### src/rtl/alu_execute_stage_pkg.sv
// Shared encodings for the ALU control code and the operand forward selects.
// The decoder produces these same values, so both sides import this package.
package alu_execute_stage_pkg;

  localparam logic [2:0] ALU_AND = 3'b000;
  localparam logic [2:0] ALU_OR  = 3'b001;
  localparam logic [2:0] ALU_ADD = 3'b010;
  localparam logic [2:0] ALU_SUB = 3'b110;
  localparam logic [2:0] ALU_SLT = 3'b111;

  localparam logic [1:0] FWD_REG = 2'b00;
  localparam logic [1:0] FWD_WB  = 2'b01;
  localparam logic [1:0] FWD_MEM = 2'b10;

  // 11 is not a distinct source; it falls back to the register operand.
  function automatic logic is_legal_op(input logic [2:0] op);
    return (op == ALU_AND) || (op == ALU_OR) || (op == ALU_ADD) ||
           (op == ALU_SUB) || (op == ALU_SLT);
  endfunction

endpackage

### src/rtl/alu_execute_stage_alu_core.sv
// Combinational ALU: add/sub/and/or/slt with signed overflow, zero and
// illegal-code detection.
module alu_core
  import alu_execute_stage_pkg::*;
#(
  parameter int WIDTH = 32
) (
  input  logic [WIDTH-1:0] src_a,
  input  logic [WIDTH-1:0] src_b,
  input  logic [2:0]       alu_control,
  output logic [WIDTH-1:0] result,
  output logic             zero,
  output logic             ovf,
  output logic             illegal
);

  logic [WIDTH-1:0] sum;
  logic [WIDTH-1:0] diff;
  logic             ovf_add;
  logic             ovf_sub;
  logic             less;

  assign sum  = src_a + src_b;
  assign diff = src_a - src_b;

  assign ovf_add = (src_a[WIDTH-1] == src_b[WIDTH-1]) && (sum[WIDTH-1] != src_a[WIDTH-1]);
  assign ovf_sub = (src_a[WIDTH-1] != src_b[WIDTH-1]) && (diff[WIDTH-1] != src_a[WIDTH-1]);
  // Correcting the difference sign by the overflow bit gives an exact signed compare.
  assign less    = diff[WIDTH-1] ^ ovf_sub;

  always_comb begin
    result  = '0;
    ovf     = 1'b0;
    illegal = 1'b0;
    case (alu_control)
      ALU_ADD: begin
        result = sum;
        ovf    = ovf_add;
      end
      ALU_SUB: begin
        result = diff;
        ovf    = ovf_sub;
      end
      ALU_AND: result = src_a & src_b;
      ALU_OR:  result = src_a | src_b;
      ALU_SLT: result = {{(WIDTH-1){1'b0}}, less};
      default: illegal = 1'b1;
    endcase
  end

  assign zero = (result == '0);

endmodule

### src/rtl/alu_execute_stage.sv
// EX stage: operand forwarding, immediate select, ALU and the EX/MEM register
// with stall (hold) and flush (bubble) control.
module alu_execute_stage
  import alu_execute_stage_pkg::*;
#(
  parameter int WIDTH   = 32,
  parameter int REGADDR = 5
) (
  input  logic               CLK,
  input  logic               RST,
  input  logic [2:0]         ALUCONTROL,
  input  logic [WIDTH-1:0]   RD1_E,
  input  logic [WIDTH-1:0]   RD2_E,
  input  logic [WIDTH-1:0]   SIGNIMM_E,
  input  logic               ALUSRC_E,
  input  logic [1:0]         FWDA_E,
  input  logic [1:0]         FWDB_E,
  input  logic [WIDTH-1:0]   RESULT_W,
  input  logic [REGADDR-1:0] WRITEREG_E,
  input  logic               REGWRITE_E,
  input  logic               MEMWRITE_E,
  input  logic               MEMTOREG_E,
  input  logic               VALID_E,
  input  logic               STALL_M,
  input  logic               FLUSH_M,
  output logic [WIDTH-1:0]   ALURESULT_M,
  output logic [WIDTH-1:0]   WRITEDATA_M,
  output logic [REGADDR-1:0] WRITEREG_M,
  output logic               REGWRITE_M,
  output logic               MEMWRITE_M,
  output logic               MEMTOREG_M,
  output logic               VALID_M,
  output logic               ZERO_M,
  output logic               OVF_M,
  output logic               ILLEGAL_M
);

  logic [WIDTH-1:0] src_a;
  logic [WIDTH-1:0] fwd_b;
  logic [WIDTH-1:0] src_b;
  logic [WIDTH-1:0] alu_result;
  logic             alu_zero;
  logic             alu_ovf;
  logic             alu_illegal;

  // FWD_MEM reads the registered result, so during a stall it sees the held value.
  always_comb begin
    case (FWDA_E)
      FWD_WB:  src_a = RESULT_W;
      FWD_MEM: src_a = ALURESULT_M;
      default: src_a = RD1_E;
    endcase
    case (FWDB_E)
      FWD_WB:  fwd_b = RESULT_W;
      FWD_MEM: fwd_b = ALURESULT_M;
      default: fwd_b = RD2_E;
    endcase
  end

  assign src_b = ALUSRC_E ? SIGNIMM_E : fwd_b;

  alu_core #(
    .WIDTH (WIDTH)
  ) u_alu_core (
    .src_a       (src_a),
    .src_b       (src_b),
    .alu_control (ALUCONTROL),
    .result      (alu_result),
    .zero        (alu_zero),
    .ovf         (alu_ovf),
    .illegal     (alu_illegal)
  );

  // Priority per edge: reset, then flush, then stall, then load.
  always_ff @(posedge CLK or posedge RST) begin
    if (RST) begin
      ALURESULT_M <= '0;
      WRITEDATA_M <= '0;
      WRITEREG_M  <= '0;
      REGWRITE_M  <= 1'b0;
      MEMWRITE_M  <= 1'b0;
      MEMTOREG_M  <= 1'b0;
      VALID_M     <= 1'b0;
      ZERO_M      <= 1'b0;
      OVF_M       <= 1'b0;
      ILLEGAL_M   <= 1'b0;
    end else if (FLUSH_M) begin
      ALURESULT_M <= '0;
      WRITEDATA_M <= '0;
      WRITEREG_M  <= '0;
      REGWRITE_M  <= 1'b0;
      MEMWRITE_M  <= 1'b0;
      MEMTOREG_M  <= 1'b0;
      VALID_M     <= 1'b0;
      ZERO_M      <= 1'b0;
      OVF_M       <= 1'b0;
      ILLEGAL_M   <= 1'b0;
    end else if (!STALL_M) begin
      ALURESULT_M <= alu_result;
      WRITEDATA_M <= fwd_b;
      WRITEREG_M  <= WRITEREG_E;
      REGWRITE_M  <= REGWRITE_E;
      MEMWRITE_M  <= MEMWRITE_E;
      MEMTOREG_M  <= MEMTOREG_E;
      VALID_M     <= VALID_E;
      ZERO_M      <= alu_zero;
      OVF_M       <= alu_ovf;
      ILLEGAL_M   <= alu_illegal;
    end
  end

endmodule

### config.mk
export PLATFORM = sky130hd
export DESIGN_NAME = alu_execute_stage
export DESIGN_NICKNAME = d
export VERILOG_FILES = /design/src/rtl/alu_execute_stage_pkg.sv /design/src/rtl/alu_execute_stage_alu_core.sv /design/src/rtl/alu_execute_stage.sv
export SDC_FILE = /design/constraint.sdc
export NUM_CORES = 1
export LEC_CHECK = 0
export ABC_AREA = 1
export BUFFER_PORTS_ARGS = -buffer_cell sky130_fd_sc_hd__buf_2
export CELL_PAD_IN_SITES_DETAIL_PLACEMENT = 2
export CELL_PAD_IN_SITES_GLOBAL_PLACEMENT = 2
export CORE_MARGIN = 5
export CORE_UTILIZATION = 31
export CTS_CLUSTER_SIZE = 30
export DETAILED_ROUTE_END_ITERATION = 10
export MAX_ROUTING_LAYER = met4
export PLACE_DENSITY = 0.84
export SYNTH_ARGS = -nofsm -noshare
export SYNTH_HDL_FRONTEND = slang
export SYNTH_SLANG_ARGS = --single-unit
### constraint.sdc
create_clock -name CLK -period 7.48 [get_ports CLK]
set_input_delay 1.496 -clock CLK [delete_from_list [all_inputs] [get_ports CLK]]
set_output_delay 1.496 -clock CLK [all_outputs]
set_load 0.05 [all_outputs]
After elaboration in Yosys (flattened, before gate mapping)
Cells that the tools add are included.
{"block": "totals", "regBits": 76, "inputBits": 149, "output_inout_bits": 76, "elab_cells": 59}
{"block": "classes", "add_sub_neg": 2, "n_eq_ne": 13, "n_mux": 26, "bitwise": 3, "n_reduce_logical": 5}
{"operator": "32-bit two-way mux", "count": 5}
{"operator": "32-bit case mux with 5 select lines", "count": 1}
{"operator": "32-bit case mux with 2 select lines", "count": 2}
{"operator": "32-bit adder", "count": 1}
{"operator": "32-bit AND", "count": 1}
{"operator": "32-bit logical NOT", "count": 1}
{"operator": "32-bit bitwise OR", "count": 1}
{"operator": "32-bit subtractor", "count": 1}
{"operator": "1-bit two-way mux", "count": 15}
{"operator": "5-bit two-way mux", "count": 2}
{"operator": "3-bit equality test, second input constant", "count": 2}
{"operator": "5-bit OR reduction", "count": 1}
{"operator": "2-bit by 1-bit equality test with 1-bit output, second input constant", "count": 2}
{"operator": "2-bit equality test, second input constant", "count": 2}
{"operator": "3-bit by 1-bit equality test with 1-bit output, second input constant", "count": 1}
{"operator": "3-bit by 2-bit equality test with 1-bit output, second input constant", "count": 1}
{"operator": "3-bit logical NOT", "count": 1}
{"operator": "1-bit inequality test", "count": 3}
{"operator": "1-bit logical AND", "count": 2}
{"operator": "2-bit by 1-bit inequality test with 1-bit output, second input constant", "count": 1}
{"operator": "1-bit case mux with 2 select lines", "count": 1}
{"operator": "1-bit equality test", "count": 1}
{"operator": "1-bit XOR", "count": 1}

Depth between registers and ports, before layout
Gate-level depths: netlist of run 1.
{"block": "logic_depth", "word_depth": 11, "depth_mapped": 36}

By module
A second synthesis of run 1 with hierarchy kept.
{"block": "hier_totals", "cells_unflattened": 2031, "area_unflattened_um2": 11193.2}
{"mod": "alu_core", "instances": 1, "cells_per_inst": 1279, "area_each_um2": 6436.2}
{"mod": "alu_execute_stage", "instances": 1, "cells_per_inst": 752, "area_each_um2": 4757.1}

Worst setup path before layout of run 1
Ideal clock, no wire load.
{"block": "synth_path", "path_kind": "input-to-reg", "start": "input FWDB_E[0]", "end": "register ZERO_M", "setup_ps": 66, "arrival_ps": 5204, "setup_slack_ps": 2210, "cell_stages": 33, "path_buffers": 3, "path_cell_list": "inv_1 -> ha_1 -> clkbuf_1 -> clkbuf_1 -> a221o_1 -> o21ai_0 -> o21ai_0 -> ha_1 -> buf_6 -> o21bai_1 -> nand2_1 -> nand2_1 -> nand2_1 -> nand3_2 -> nand2_1 -> nand2_1 -> nand2_1 -> nand2_1 -> a21oi_1 -> fa_1 -> inv_1 -> nor2_1 -> nor2_1 -> nand4_1 -> nor2_1 -> nand3_1 -> nor2_1 -> nand4_1 -> nor2_1 -> nand2_1 -> nor2_1 -> nand3_1 -> nand2_1"}
{"block": "synth_via", "elab_chain_len": 11}
{"element": "start, declared", "line": "alu_execute_stage.sv:17", "source": "input logic [1:0] FWDB_E,"}
{"element": "2-bit equality test or 2-bit by 1-bit equality test with 1-bit output (tied branches)", "line": "alu_execute_stage.sv:53", "source": "case (FWDB_E)"}
{"element": "32-bit case mux with 2 select lines (*)", "line": "alu_execute_stage.sv:53"}
{"element": "32-bit two-way mux (*)", "line": "alu_execute_stage.sv:60", "source": "assign src_b = ALUSRC_E ? SIGNIMM_E : fwd_b;"}
{"element": "32-bit subtractor", "line": "alu_execute_stage_alu_core.sv:24", "source": "assign diff = src_a - src_b;"}
{"element": "1-bit inequality test", "line": "alu_execute_stage_alu_core.sv:27", "source": "assign ovf_sub = (src_a[WIDTH-1] != src_b[WIDTH-1]) && (diff[WIDTH-1] != src_a[WIDTH-1]);"}
{"element": "1-bit logical AND", "line": "alu_execute_stage_alu_core.sv:27"}
{"element": "1-bit XOR", "line": "alu_execute_stage_alu_core.sv:29", "source": "assign less = diff[WIDTH-1] ^ ovf_sub;"}
{"element": "32-bit case mux with 5 select lines (*)", "line": "alu_execute_stage_alu_core.sv:35", "source": "case (alu_control)"}
{"element": "32-bit logical NOT (*)", "line": "alu_execute_stage_alu_core.sv:51", "source": "assign zero = (result == '0);"}
{"element": "1-bit two-way mux (*)", "line": "alu_execute_stage.sv:98", "source": "end else if (!STALL_M) begin"}
{"element": "1-bit two-way mux (*)", "line": "alu_execute_stage.sv:87", "source": "end else if (FLUSH_M) begin"}
{"element": "end signal, assigned", "line": "alu_execute_stage.sv:106", "source": "ZERO_M <= alu_zero;"}
{"element": "end, declared", "line": "alu_execute_stage.sv:33", "source": "output logic ZERO_M,"}
Mark *: on every way between the ends. The rest lies on a longest branch, timed or not. The select of a mux whose other input is x is not followed.
A chain may end at the register's enable or synchronous reset.

Final worst setup path of run 1
Same ends and word-level chain as after synthesis.

==> results of run 1 <==
## cell usage after synthesis, types with 8 or more instances
master	count	area share (%)
nand2_1	518	18
inv_1	332	11
o21ai_0	192	8.8
nor2_1	142	4.9
nand3_1	131	6.0
ha_1	110	13
dfrtp_1	76	18
a21oi_1	70	3.2
clkbuf_1	46	1.6
a221o_1	40	3.7
o22ai_1	30	1.7
buf_2	25	1.2
nand2_2	18	1.0
nand4_1	18	1.0
a22o_1	13	1.0
o21bai_1	12	0.83
nand3b_1	9	0.62
nor2_2	9	0.52
nor3_1	8	0.37
## cell families after synthesis
kind of cell,Yosys count
buffers and inverters,423
AO/OA/AOI/OAI,370
flip-flops,76
XOR/XNOR,1
AND/OR/NAND/NOR,867
adder cells (fa/ha/maj),113
## metal layers
| layer | up-vias | routed length [um] | GRT usage, % |
|---|---|---|---|
| li1 | 6252 | - | - |
| met1 | 6897 | 26500 | 40.9 |
| met2 | 527 | 28600 | 51.6 |
| met3 | 95 | 3390 | 2.52 |
| met4 | 0 | 1300 | 6.34 |
| met5 | - | 0 | - |
## state kept, by name (all words and copies together) (netlist names)
signal and cells:
MEMTOREG_M 1, OVF_M 1, WRITEREG_M 5, VALID_M 1
ALURESULT_M 32, MEMWRITE_M 1, ILLEGAL_M 1, ZERO_M 1
WRITEDATA_M 32, REGWRITE_M 1
## critical path: cells and delay by family
kind | cells | cell delay [ps]
buffers and inverters | 5 | 730
AND/OR/NAND/NOR | 20 | 2280
AO/OA/AOI/OAI | 4 | 910
adder cells (fa/ha/maj) | 3 | 1270
## stage by stage
| step | instances | cell area, um^2 |
|---|---|---|
| final | 2488 | 12700 |
| after global routing | 2488 | 12700 |
| after CTS | 2486 | 12700 |
| after detailed placement | 2470 | 12400 |
| after global placement | 2470 | 12400 |
| after floorplan | 1850 | 10900 |
## final timing paths
| check | cells past startpoint | to | slack, ps |
|---|---|---|---|
| setup / recovery | 32 | ZERO_M | 1040 |
| hold / removal | 2 | WRITEDATA_M[30] | 490 |
| setup reg to reg | 28 | ZERO_M | 2590 |
| hold reg to reg | 2 | WRITEDATA_M[30] | 490 |
| max in group asynchronous | 3 | WRITEREG_M[2] | 5290 |
| min in group asynchronous | 3 | WRITEDATA_M[22] | 1430 |
## power breakdown
| part | total (mW) | leakage (nW) | switching, mW | internal (mW) |
|---|---|---|---|---|
| clock | 0.502 | 0.151 | 0.201 | 0.301 |
| combinational | 1.55 | 5.98 | 1.14 | 0.413 |
| sequential | 0.470 | 1.03 | 0.0296 | 0.440 |
| total | 2.52 | 7.15 | 1.37 | 1.15 |
## cell type report
type | instances | area, um^2
tap | 455 | 569
clock inverter | 6 | 87.6
sequential | 76 | 1900
multi-input combinational | 1351 | 7300
clock buffer | 10 | 239
timing repair buffer | 248 | 1300
inverter | 340 | 1280
fill | 4451 | 21900
antenna | 2 | 5.00
==> summary.txt, run 1 <==
Die
  – Row cnt: 68
  – Io pins: 225
  – Die W: 197 um
  – Core area: 34500 um^2
  – Die ar.: 38900 um^2
  – Initial Util: 31.4%
  – Die height: 197 um

Logic synthesis
  – Main synth FF type: dfrtp_1
  – Synth Area in Adders: 13.2%
  – Cells after Synth: 1850
  – Simple-gate portion of the synthesized area: 33.5%
  – Post-synthesis xor/xnor area fraction: 0.0807%
  – Compound-gate portion of the synthesized area: 20.3%
  – Sequential area share after synthesis: 17.5%
  – Unique masters post-synth: 40
  – Main combinational cell family by area after synthesis: simple AND/OR/NAND/NOR gates
  – Number of synthesized flops with an enable pin: 0
  – Synth Register Bits: 76
  – Syn avg cell area: 5.87 um^2
  – Post-synthesis async set-or-reset flop share: 100%
  – Cell Area, Synth: 10900 um^2
  – Yosys warns: 0
  – Net count after synthesis: 2112
  – Mux cell area share after synthesis: 0%

CTS
  – CTS tree: done
  – CTS resizes: 0
  – Setup Buffers After CTS: 0
  – Clock Tree Buf Depth: 2
  – CTS Sinks: 76
  – H-tree depth: 3
  – Root Driver: clkbuf_16
  – Clk_lat worst skew: 350 ps
  – Hold Buf Count CTS: 0
  – CTS clk-pin slew, worst paths: 60 ps
  – CTS Buf Count: 9

Drt
  – DRT Wirelength: 59900 um
  – WL/cell: 24.1 um
  – DR DRC count: 0
  – Iteration-0 DRC Markers: 877
  – Vias/cell: 5.53
  – Post-route ant nets: 0
  – DRT Pass-1 Iters: 5
  – Total number of vias: 13.8k

Timing
  – Peak Freq: 155 MHz
  – Measured slew at the worst slew-check pin: 1080 ps
  – Final Hold Violating Endpoints: 0
  – Pins over their slew limit: 0
  – Hold_ws: 494 ps
  – Final TNS setup: 0 ps
  – Final Setup Violations: 0
  – Crit path time final: 6440 ps
  – Worst setup margin: 1040 ps
  – Period utilization: 86.1%
  – RSZ-0062 raised after global routing: false
  – Max_slew headroom: 28.2%
  – Final setup skew: 10.9 ps

Cells and area
  – Most common cell after layout, fill and taps aside: nand2_1
  – Nets: 2288
  – Layout cell share with drive strength beyond 1: 15.5%
  – Final core occ: 36.7%
  – Most frequent cells in the layout: nand2_1 (518), inv_1 (331), buf_2 (224)
  – Area Growth Syn to Fin: 16.8%

Setup path
  – Most used cell along the critical path: nor2_1
  – Worst Setup SP: FWDB_E[0]
  – CP max-delay cell: o21ai_0
  – CP Class: input port to flop
  – Critical R2R Launch: ALURESULT_M[26]
  – CP required: 7760 ps
  – CP Capture Type: flop
  – Slowest stage delay, CP: 560 ps
  – Crit Path Max Fanout: 32
  – Crit path arrival time: 6720 ps
  – CP Launch Type: input port

Power
  – Max IR drop VDD: 0.126 mV
  – Leakage: 7.15 nW
  – Power per cell area: 199 nW/um^2
  – Total power: 2.52 mW

Place
  – Gpl congestion: 0.938
  – Final HPWL DP: 47600 um
  – PortBufs: 224
  – DP Worst Slack: 972 ps

Run status
  – Status: complete, no violations

Global route
  – Initial antenna violation count: 3
  – Largest net degree at the start of global routing: 77
  – First-pass GRT wire length: 90800 um
  – GRT overflow: 0
  – GR Util All Layers: 30.8%
  – Vias in the first global route: 15.2k

Hold path
  – HP Class: flop to flop
  – Hold Crit Start: WRITEDATA_M[30]

Job
  – Max Cap Viol: 0
No activity file was read; power rests on OpenSTA's default activity.
==> inputs of run 2 (changes only) <==
Settings changed: CORE_MARGIN 5 to not set.
==> summary.txt, run 2 (synthesized netlist as in run 1, its figures left out) <==
Place
  – Final HPWL DP: 48200 um
  – PortBufs: 224
  – Gpl congestion: 0.988

Cells and area
  – Layout cell share with drive strength beyond 1: 15.3%
  – Fillers: 4479
  – Most frequent cells in the layout: nand2_1 (518), inv_1 (331), buf_2 (224)
  – Most common cell after layout, fill and taps aside: nand2_1
  – Nets: 2282
  – Final core occ: 36.5%
  – Area Growth Syn to Fin: 16.2%
  – Biggest regs: ALURESULT_M (32), WRITEDATA_M (32), WRITEREG_M (5)

Drt
  – Vias/cell: 5.54
  – DRT Wirelength: 59700 um
  – Met2 WL: 27300 um
  – Total number of vias: 13.7k
  – Routed wl met3: 4350 um
  – Post-route ant nets: 0
  – Met1 wire length: 26400 um
  – DR DRC count: 0
  – Iteration-0 DRC Markers: 992
  – DRT Pass-1 Iters: 5
  – WL/cell: 24.0 um
  – Top layer in use: met4

Setup path
  – CP Capture Type: flop
  – CP required: 7780 ps
  – Crit path arrival time: 6830 ps
  – Slowest stage delay, CP: 530 ps
  – CP max-delay cell: o21ai_0
  – CP Launch Type: input port
  – WP buf/inv: 5
  – Top delay family on crit path: simple AND/OR/NAND/NOR gates
  – Crit Path Max Fanout: 21
  – CP Class: input port to flop

CTS
  – Clk_lat worst skew: 370 ps
  – CTS clk-pin slew, worst paths: 60 ps
  – CTS tree: done
  – Root Driver: clkbuf_16
  – H-tree depth: 3
  – CTS Buf Count: 9
  – Hold Buf Count CTS: 0
  – CTS resizes: 0
  – Setup Buffers After CTS: 0
  – Clock Tree Buf Depth: 2
  – CTS Sinks: 76

Power
  – Gate power share: 62.6%
  – Flop pwr share: 18.9%
  – Leakage: 7.11 nW
  – Max IR drop VDD: 0.144 mV
  – Clk pwr share: 18.5%
  – Sw frac: 55.4%
  – Power per cell area: 196 nW/um^2
  – Power Internal: 1.10 mW
  – P_sw: 1.37 mW

Die
  – Die ar.: 35800 um^2
  – Io pins: 225
  – Die height: 189 um
  – Die W: 189 um
  – Row cnt: 68
  – Core area: 34500 um^2
  – Initial Util: 31.4%

Global route
  – GR Util All Layers: 34.3%
  – Initial antenna violation count: 4
  – GRT overflow: 0
  – Vias in the first global route: 14.9k
  – Largest net degree at the start of global routing: 54
  – First-pass GRT wire length: 89700 um

Timing
  – Peak Freq: 153 MHz
  – Final setup skew: 11.0 ps
  – Crit path time final: 6540 ps
  – Hold_ws: 500 ps
  – Final TNS setup: 0 ps
  – Pins over their slew limit: 0
  – Period utilization: 87.4%
  – Max_slew headroom: 36.5%
  – RSZ-0062 raised after global routing: false
  – Measured slew at the worst slew-check pin: 951 ps
  – Final Setup Violations: 0
  – Final Hold Violating Endpoints: 0

Hold path
  – HP Class: flop to flop

Run status
  – Status: complete, no violations

Job
  – Max Cap Viol: 0
run 2: cell types whose count changed in the layout (fill, tap and decap cells not counted), sizes merged:
cell | previous run | this run
clkinv | 4 | 6
clkbuf | 10 | 9
bufinv | 2 | 1
buf | 248 | 242
diode | 2 | 4
run 2: final timing paths:
check | startpoint | slack, ps | cells past startpoint | end
worst max-delay path | FWDB_E[0] | 940 | 32 | ZERO_M
worst min-delay path | WRITEDATA_M[23] | 500 | 2 | WRITEDATA_M[23]
worst max register to register | ALURESULT_M[4] | 2660 | 30 | ZERO_M
worst min register to register | WRITEDATA_M[23] | 500 | 2 | WRITEDATA_M[23]
max in group asynchronous | RST | 5230 | 3 | REGWRITE_M
min in group asynchronous | RST | 1120 | 2 | WRITEDATA_M[22]
run 2: power by group through the flow:
stage          Combinational [mW]  Sequential, mW  Clock (mW)
6_report                     1.55           0.469       0.458
5_1_grt                      1.68           0.471       0.474
4_1_cts                      1.53           0.469       0.463
3_5_place_dp                 1.51           0.474           0
3_3_place_gp                 1.45           0.472           0
2_1_floorplan               0.886           0.569           0
run 2: tightest hold or removal path, delay by kind of cell (launching register included):
| kind | cells | cell delay (ps) |
|---|---|---|
| DFF | 1 | 350 |
| AOI/OAI and AO/OA | 1 | 60 |
| and+or+nand+nor | 1 | 50 |
run 2: layout make-up:
class / instances / area (um^2) / area share (%)
Multi-Input combinational cell: 1351 / 7300 / 57.9
Sequential cell: 76 / 1900 / 15.1
Inverter: 340 / 1280 / 10.1
Timing Repair Buffer: 242 / 1260 / 9.96
Tap cell: 455 / 569 / 4.51
Clock buffer: 9 / 225 / 1.79
Clock inverter: 7 / 67.6 / 0.536
Antenna cell: 4 / 10.0 / 0.0794
run 2: routing by layer:
| metal | global-route usage [%] | vias to the layer above |
|---|---|---|
| li1 | - | 6225 |
| met1 | 44.1 | 6853 |
| met2 | 54.5 | 575 |
| met3 | 5.86 | 96 |
| met4 | 10.9 | 0 |
| met5 | - | - |
run 2: metrics by stage:
| step | instances | cell area, um^2 | worst slack, ps | power [mW] |
|---|---|---|---|---|
| after floorplan | 1850 | 10900 | 2210 | 1.46 |
| after global placement | 2464 | 12300 | 1080 | 1.92 |
| after detailed placement | 2464 | 12300 | 830 | 1.98 |
| after CTS | 2480 | 12600 | 1020 | 2.46 |
| after global routing | 2484 | 12600 | 659 | 2.63 |
| final | 2484 | 12600 | 941 | 2.48 |
==> inputs of run 3 (changes only) <==
Settings changed: BUFFER_PORTS_ARGS -buffer_cell sky130_fd_sc_hd__buf_2 to -buffer_cell sky130_fd_sc_hd__buf_4, CTS_CLUSTER_DIAMETER set to 30, PLACE_DENSITY 0.84 to 0.95.
==> summary.txt, run 3 (synthesized netlist as in run 1, its figures left out) <==
CTS
  – Hold Buf Count CTS: 0
  – CTS resizes: 0
  – Setup Buffers After CTS: 0
  – Root Driver: clkbuf_16
  – CTS Sinks: 76
  – Clock Tree Buf Depth: 2
  – CTS clk-pin slew, worst paths: 70 ps
  – CTS Buf Count: 9
  – H-tree depth: 3
  – Clk_lat worst skew: 390 ps
  – CTS tree: done

Setup path
  – CP max-delay cell: o21ai_0
  – Crit path arrival time: 7170 ps
  – Crit Path Max Fanout: 22
  – RR Endpoint: ZERO_M
  – Critical R2R Launch: ALURESULT_M[10]
  – CP Class: input port to flop
  – CP Launch Type: input port
  – R2R Setup Slk: 2310 ps
  – CP Capture Type: flop
  – Worst-case reg-to-reg path depth: 30
  – Most used cell along the critical path: nand2_1
  – Slowest stage delay, CP: 590 ps
  – CP required: 7800 ps

Cells and area
  – Nets: 2280
  – Most common cell after layout, fill and taps aside: nand2_1
  – Cell area after layout: 13100 um^2
  – Fin cells: 2478
  – Area Growth Syn to Fin: 21.1%
  – Most frequent cells in the layout: nand2_1 (518), inv_1 (331), buf_4 (240)
  – Diodes inserted: 0
  – Layout cell share with drive strength beyond 1: 15.1%
  – Biggest regs: ALURESULT_M (32), WRITEDATA_M (32), WRITEREG_M (5)

Global route
  – GRT overflow: 0
  – GR Util All Layers: 41.0%
  – First-pass GRT wire length: 107000 um
  – Initial antenna violation count: 0
  – Vias in the first global route: 16.5k
  – Largest net degree at the start of global routing: 77

Job
  – Max Cap Viol: 0

Power
  – Flop pwr share: 17.7%
  – Power Internal: 1.15 mW
  – Power per cell area: 204 nW/um^2
  – Gate power share: 64.1%
  – Max IR drop VDD: 0.126 mV
  – Sw frac: 57.1%
  – Clk pwr share: 18.2%
  – Leakage: 7.24 nW
  – P_sw: 1.53 mW

Place
  – PortBufs: 224
  – DP Worst Slack: 719 ps
  – Inst Count DP: 2462
  – Placed instance area: 12900 um^2
  – Gpl congestion: 0.966
  – Final HPWL DP: 51000 um

Drt
  – Vias/cell: 6.06
  – WL/cell: 29.0 um
  – DRT Wirelength: 71900 um
  – Post-route ant nets: 0
  – DRT Pass-1 Iters: 7
  – Total number of vias: 15.0k
  – DR DRC count: 0
  – Iteration-0 DRC Markers: 1648

Timing
  – Final Setup Violations: 0
  – Period utilization: 91.5%
  – Max_slew headroom: 24.2%
  – Pins over their slew limit: 0
  – Peak Freq: 146 MHz
  – Final TNS setup: 0 ps
  – Measured slew at the worst slew-check pin: 1140 ps
  – Worst setup margin: 633 ps
  – RSZ-0062 raised after global routing: false
  – Final setup skew: 8.54 ps
  – Final Hold Violating Endpoints: 0
  – Crit path time final: 6850 ps

Die
  – Die height: 189 um
  – Core area: 34500 um^2
  – Initial Util: 31.4%
  – Die ar.: 35800 um^2
  – Row cnt: 68
  – Io pins: 225
  – Die W: 189 um

Hold path
  – WHS Endpoint: WRITEDATA_M[30]
  – Hold Crit Start: WRITEDATA_M[30]
  – HP Class: flop to flop
  – Hold path depth: 2

Run status
  – Status: complete, no violations
## run 3: cell types whose count changed in the layout (fill, tap and decap cells not counted), sizes merged
cell,before,now
clkinv,6,5
inv,337,338
diode,4,0
clkinvlp,3,1
clkbuf,9,11
buf,242,240
## run 3: through the flow
| stage | utilization (%) | power (mW) | hold slack [ps] |
|---|---|---|---|
| global placement | 37.2 | 1.92 | 471 |
| floorplan | - | 1.46 | 760 |
| detailed placement | 37.2 | 2.04 | 479 |
| CTS | 38.1 | 2.61 | 517 |
| global route | 38.1 | 2.77 | 536 |
| finish | 38.1 | 2.69 | 512 |
## run 3: cell type report
type                    instances  area [um^2]
flip-flops and latches         76         1900
repair buffers                240         1800
clock inverters                 5         60.1
clock buffers                  11          233
fillers                      4338        21400
well taps                     455          569
multi-input cells            1351         7300
inverters                     340         1280
## run 3: power groups by stage
stage / sequential (mW) / combinational [mW] / clock, mW
3_3_place_gp: 0.473 / 1.45 / 0
3_5_place_dp: 0.476 / 1.56 / 0
5_1_grt: 0.476 / 1.80 / 0.493
6_report: 0.476 / 1.72 / 0.488
2_1_floorplan: 0.569 / 0.886 / 0
4_1_cts: 0.473 / 1.66 / 0.484
## run 3: worst max path at each step
| stage | startpoint | cells past startpoint | slack [ps] | endpoint |
|---|---|---|---|---|
| 2_1_floorplan | FWDB_E[0] | 33 | 2210 | ZERO_M |
| 5_1_grt | FWDB_E[0] | 32 | 480 | ZERO_M |
| 4_1_cts | FWDB_E[0] | 34 | 820 | ZERO_M |
| 3_3_place_gp | FWDB_E[0] | 32 | 1140 | ZERO_M |
| 3_5_place_dp | FWDB_E[0] | 32 | 720 | ZERO_M |
| 6_report | FWDB_E[0] | 34 | 630 | ZERO_M |
## run 3: per-layer routing
metal	up-vias	routed length (um)	track usage [%]	share of wire, %
met2	1023	33500	65.9	47
met5	-	0	-	0
li1	6225	-	-	-
met1	7509	28800	50.3	40
met4	0	3300	18.3	4.6
met3	248	6280	6.97	8.7
## run 3: worst max-delay path, delay by kind of cell
| family | cells | cell delay, ps |
|---|---|---|
| fa+ha+maj | 3 | 1250 |
| simple gates | 21 | 2270 |
| buf+inv | 7 | 1200 |
| compound gates | 3 | 940 |
